===== config.mk =====
export PLATFORM = sky130hd
export DESIGN_NAME = hc148_encoder
export DESIGN_NICKNAME = d
export VERILOG_FILES = /design/src/rtl/hc148_encoder.sv
export SDC_FILE = /design/constraint.sdc
export NUM_CORES = 1
export LEC_CHECK = 0
export BUFFER_PORTS_ARGS = -buffer_cell sky130_fd_sc_hd__buf_2
export CAP_MARGIN = 20
export CORE_MARGIN = 1.5
export CORE_UTILIZATION = 50
export CTS_BUF_LIST = sky130_fd_sc_hd__clkbuf_8
export DETAILED_ROUTE_END_ITERATION = 10
export PLACE_DENSITY = 0.78
export RECOVER_POWER = 50
export SLEW_MARGIN = 20
export SYNTH_ARGS = -nofsm -noshare
export SYNTH_HDL_FRONTEND = slang
export SYNTH_SLANG_ARGS = --single-unit

===== constraint.sdc =====
create_clock -name clk -period 1.8 [get_ports clk]
set_input_delay 0.36 -clock clk [delete_from_list [all_inputs] [get_ports clk]]
set_output_delay 0.36 -clock clk [all_outputs]
set_load 0.02 [all_outputs]

===== src/rtl/hc148_encoder.sv =====
// Registered 8-to-3 priority encoder with request capture and a valid/ack grant handshake.
// Latency: a request sampled at edge k is pending after k and is granted after k+1; at most one grant per 2 cycles.
// Backpressure: a grant is held on DateA/valid until ack; requests wait in the pending register meanwhile.
module hc148_encoder #(
  parameter bit PRIO_HIGH = 1'b1
) (
  input  logic       clk,
  input  logic       rst,
  input  logic [2:0] enable,
  input  logic [7:0] in,
  input  logic       ack,
  output logic [2:0] DateA,
  output logic       valid,
  output logic       gs,
  output logic       eo
);

  typedef enum logic {
    S_IDLE    = 1'b0,
    S_PRESENT = 1'b1
  } state_t;

  state_t     r_state;
  logic [7:0] r_pend;

  logic       w_en;
  logic [7:0] w_clr;
  logic [7:0] w_pend_n;
  logic [2:0] w_sel;
  logic       w_valid_n;

  assign w_en = &enable;

  // Clear only the bit being acknowledged; a new request on that bit wins over the clear.
  always_comb begin
    w_clr    = (valid && ack) ? (8'h01 << DateA) : 8'h00;
    w_pend_n = (r_pend & ~w_clr) | (w_en ? in : 8'h00);
  end

  // Pick the highest-priority pending bit; the last match in scan order wins.
  always_comb begin
    w_sel = 3'd0;
    if (PRIO_HIGH) begin
      for (int i = 0; i < 8; i++) begin
        if (r_pend[i]) w_sel = 3'(i);
      end
    end else begin
      for (int i = 7; i >= 0; i--) begin
        if (r_pend[i]) w_sel = 3'(i);
      end
    end
  end

  // Next value of valid, needed so gs/eo track the state the FSM is about to enter.
  always_comb begin
    w_valid_n = 1'b0;
    case (r_state)
      S_IDLE:    w_valid_n = w_en && (r_pend != 8'h00);
      S_PRESENT: w_valid_n = !ack;
      default:   w_valid_n = 1'b0;
    endcase
  end

  // Grant FSM plus pending register and status flags, all registered.
  always_ff @(posedge clk) begin
    if (rst) begin
      r_state <= S_IDLE;
      r_pend  <= 8'h00;
      DateA   <= 3'd0;
      valid   <= 1'b0;
      gs      <= 1'b0;
      eo      <= 1'b0;
    end else begin
      r_pend <= w_pend_n;
      gs     <= (w_pend_n != 8'h00) | w_valid_n;
      eo     <= w_en & (w_pend_n == 8'h00) & ~w_valid_n;
      case (r_state)
        S_IDLE: begin
          if (w_en && (r_pend != 8'h00)) begin
            DateA   <= w_sel;
            valid   <= 1'b1;
            r_state <= S_PRESENT;
          end
        end
        S_PRESENT: begin
          // No preemption: the presented index stays until the consumer accepts it.
          if (ack) begin
            valid   <= 1'b0;
            r_state <= S_IDLE;
          end
        end
        default: begin
          valid   <= 1'b0;
          r_state <= S_IDLE;
        end
      endcase
    end
  end

endmodule


# Word-level counts from Yosys, hierarchy flattened
# Cells that the tools add are included.
# totals
regBits	15
input_bits	14
output_inout_bits	6
elab_cells	42
# classes
eq_ne	2
shift	1
muxes	16
bitwise_logic	8
n_reduce_logical	9
# ops
op	count
3-bit 2-to-1 mux	6
8-bit 2-to-1 mux	2
8-bit nonzero test	2
8-bit bitwise AND	1
8-bit zero test	1
8-bit inverter	1
8-bit OR	1
1-bit by 3-bit << shifter with 8-bit output, first input constant	1
1-bit one-hot mux with 2 select lines	3
1-bit 2-to-1 mux	5
2-bit != test, second input constant	2
2-bit AND reduction	2
3-bit AND reduction	1
1-bit bitwise AND	2
1-bit logical AND	2
1-bit inverter	2
1-bit zero test	1
1-bit OR	1

# Longest topological paths before layout
# logic_depth
word_depth	8
ltp_mapped	6
depth_no_buf	5

# Worst setup path before layout
# Ideal clock, no wire load.
# synth_timing
kind	in2reg
start	input port in[2]
end	register eo
setup_time_ns	0.073
arrival_ns	1.539
required_time_ns	1.727
path_slack_ns	0.189
cell_stages	5
path_buffers	0
path_cell_list	or4_1 > o41ai_2 > nand4_1 > nor4_2 > nor3b_2
# synth_between
elab_chain_cells	5
# synth_lines
element	line	text
start: declaration	10	input logic [7:0] in,
8-bit 2-to-1 mux	37	w_pend_n = (r_pend & ~w_clr) | (w_en ? in : 8'h00);
8-bit OR	37	
8-bit zero test	76	eo <= w_en & (w_pend_n == 8'h00) & ~w_valid_n;
1-bit bitwise AND (2 in a row)	76	
end signal: assignment	76	
end: declaration	15	output logic eo
# Every way passes these cells.
# A chain may end at the register's enable or synchronous reset.

# Worst setup path after layout
# layout_timing
start	register DateA[0]
end	register eo
# layout_between
elab_chain_cells	8
# layout_lines
element	line	text
start: declaration	12	output logic [2:0] DateA,
start signal: assignment	80	DateA <= w_sel;
1-bit by 3-bit << shifter with 8-bit output	36	w_clr = (valid && ack) ? (8'h01 << DateA) : 8'h00;
8-bit 2-to-1 mux	36	
8-bit inverter	37	
8-bit bitwise AND	37	
8-bit OR	37	
8-bit zero test	76	
1-bit bitwise AND (2 in a row)	76	
# Every way passes these cells.

==> implementation parameters <==
Parameter                              Value

Clock network
  Clock tree sinks ... 15
  Inserted Clock Buffers ... 3
  CTS Root Buffer Type ... sky130_fd_sc_hd__clkbuf_8
  Number of hold-repair buffers added at the cts stage ... 0
  Post-CTS setup-driven buffer insertion count ... 0
  Clock slew at reported path FFs ... roughly 60 ps
  TritonCTS clock tree ... built
  CTS H-tree lvls ... 1
  Maximum number of buffers from clock root to sink ... 2
  Clock latency at the later pin of the worst-skew pair ... about 240 ps

Job
  Max capacitance violation total ... 0

Synthesis
  Area share of the largest cell type after synthesis ... 0.448
  Primary FF master, synth ... sky130_fd_sc_hd__dfxtp_1
  Most used standard cell by instance count after synthesis ... sky130_fd_sc_hd__dfxtp_1
  Mean instance size in the synthesized netlist ... about 8.4 um^2
  Register area share after synthesis ... 0.448
  Number of synthesized register bits ... 15
  Count of cell types in the netlist ... 24
  Number of warning messages in the yosys log ... 0
  Most used standard cells in the synthesized netlist ... sky130_fd_sc_hd__dfxtp_1, sky130_fd_sc_hd__a21oi_1, sky130_fd_sc_hd__nand2_1, sky130_fd_sc_hd__nor2_1, sky130_fd_sc_hd__o21ai_0
  Number of flops mapped to enable cells by yosys ... 0
  Ys async rst share ... 0
  Net count after synthesis ... 94
  Synthesized instance count ... 80
  Dominant cell type by area after synthesis ... sky130_fd_sc_hd__dfxtp_1
  Synthesized area ... 671 um^2
  Cell types with the largest area share after synthesis ... sky130_fd_sc_hd__dfxtp_1, sky130_fd_sc_hd__a21oi_1, sky130_fd_sc_hd__nand2_1, sky130_fd_sc_hd__o21ai_0, sky130_fd_sc_hd__nor2_1

Worst setup path
  Crit-path cells ... or3b_1 > o21ai_2 > nand4_1 > nor4_4 > nor3b_2
  Worst-path cell with the longest stage delay ... sky130_fd_sc_hd__or3b_1
  Type of the worst setup path ... flop to flop
  Endpoint class of the critical path ... flop
  Crit path arrival time ... a little under 2000 ps
  Gate family responsible for the most delay along the worst path ... simple AND/OR/NAND/NOR gates
  Worst-path fanout max ... 6
  Worst path max stage delay ... 440 ps
  Buffer and inverter count on the worst path ... 0
  Data required time of the critical path ... 1970 ps
  Worst setup SP type ... flop

Detailed routing
  Vias ... 671
  DR DRC count ... 0
  Average detailed-routed wire length per instance ... between 10 and 15 um
  Avg Vias per Cell ... 5.74
  Iteration count of the initial detailed-routing pass ... 4
  Antenna-violating nets left ... 0
  Number of design-rule violations left by the first detailed-router iteration ... 10
  Wire length reported by the detailed router ... roughly 1.7 mm

STA
  Maximum frequency from static timing analysis ... between 0.5 and 0.6 GHz
  Slew at the pin closest to its max-slew limit ... 543 ps
  Final worst slack ... ~23 ps
  Final setup skew ... between 6 and 7 ps
  Total negative slack for setup checks ... 0 ps
  Setup repair after global routing missed its margin ... yes
  Crit path time final ... 1780 ps
  Number of setup violations in the final report ... 0
  Fin Hold WS ... between 300 and 400 ps
  Post-route fraction of the period consumed by the critical path ... 0.987
  Remaining max-slew budget at the tightest pin ... 0.638
  Fin. max-slew vios ... 0
  Final Hold Vio Count ... 0

Place
  IO Port Bufs ... 19
  Placer Congestion ... about 0.91
  Final HPWL from detailed placement ... 1.22 mm
  Pre-CTS setup slack ... -24.4 ps

GRT
  Wire length of the first global-routing pass ... 2.52 mm
  Overall fraction of global-route tracks in use ... 0.244
  Total gr overflow ... 0
  Number of global-route vias before repair ... 582
  Antenna violations before repair ... 0
  Maximum number of pins on one net before global-route repair ... 16

Pwr
  Highest ir drop seen on vdd ... 472 uV
  Power density of the placed cells ... roughly 850 mW/mm^2
  Total power ... about 720 uW
  Pleak ... between 0.0003 and 0.0004 uW

Finish
  Ratio of cells with drive above 1 in the final layout ... 0.255
  Synth-to-layout area growth ... 26.3%
  Antenna diode instance count ... 0
  Final core utilization ... 0.668
  Number of nets in the layout ... approximately 120

Die
  X dimension of the die ... 39.6 um
  Core footprint ... ~0.0013 mm^2
  Standard-cell rows ... 13
  Die boundary height ... 39.6 um
  Starting density of the core ... 0.529
  Number of top-level pins ... 20
  Area of the die ... 0.00157 mm^2

Status
  Result of the run ... complete, no violations

Hold path
  Worst Hold Class ... input pin to flop
state kept, by name, summed over array words and instances (netlist names):
name and count:
gs 1, DateA 3, valid 1, eo 1, r_state 1, r_pend 8
worst reg2reg max path: cells and delay by family (launching register included):
| family | cells | cell delay, ps |
|---|---|---|
| simple gates | 4 | 1180 |
| compound gates | 1 | 180 |
| flops | 1 | 350 |
cell families (layout without fill, tap and decap cells):
logic type / Yosys count / in the layout / share of synthesized area
AOI/OAI and AO/OA: 27 / 27 / 0.254
buffers and inverters: 5 / 27 / 0.0280
and+or+nand+nor: 33 / 33 / 0.271
DFF: 15 / 15 / 0.448
report_power, final:
part | leakage, uW | internal, uW | total [uW] | switching, uW
registers | 0.000122 | 347 | 360 | 13.2
clock network | 0.0000269 | 151 | 258 | 107
logic | 0.000186 | 46.1 | 106 | 60.3
total | 0.000335 | 543 | 724 | 181
cells in the final DEF, fill, tap and decap left out, drive strengths merged:
master,synthesis,layout
nor3b,1,1
o21ai,9,9
nor2,8,8
o311ai,1,1
nand3,2,2
and3,1,1
nand4,2,2
or3b,1,1
a21oi,11,11
nor4,2,2
o21bai,1,1
nand3b,2,2
a211oi,2,2
dfxtp,15,15
or4,1,1
buf,0,17
nand2,11,11
nor2b,1,1
clkbuf,2,6
nand2b,1,1
a21o,1,1
o41ai,1,1
a311oi,1,1
inv,3,4
layout make-up:
class | count | area [um^2]
Multi-Input combinational cell | 60 | 373
Timing Repair Buffer | 20 | 98.8
Clock inverter | 1 | 3.75
Fill cell | 119 | 422
Clock buffer | 3 | 41.3
Sequential cell | 15 | 300
Inverter | 3 | 11.3
Tap cell | 15 | 18.8
metrics by stage:
stage	cell area (um^2)	cells
after global routing	847	117
after CTS	838	117
final	847	117
after floorplan	671	80
after detailed placement	785	113
after global placement	785	113
final timing paths:
| check | startpoint | to | slack, ps | depth (start not counted) |
|---|---|---|---|---|
| worst min-delay path | in[3] | r_pend[3] | 360 | 3 |
| worst min register to register | r_pend[0] | r_pend[0] | 520 | 2 |
| worst max-delay path | DateA[0] | eo | 20 | 5 |
| worst max register to register | DateA[0] | eo | 20 | 5 |
timing repair:
action	4_1_cts	5_1_grt
endpoints found under the setup margin	1	1
pin swaps	1	0
endpoints found under the hold margin	0	0
resized for setup	1	2
metal layers:
layer	vias to the layer above	wire, um	track usage	part of all wire
met5	-	0	0	0
met4	0	12	0.103	0.0072
met3	2	60	0.0341	0.036
met2	19	886	0.447	0.53
met1	312	713	0.275	0.43
li1	338	-	-	-
(Power assumes the default switching activity.)
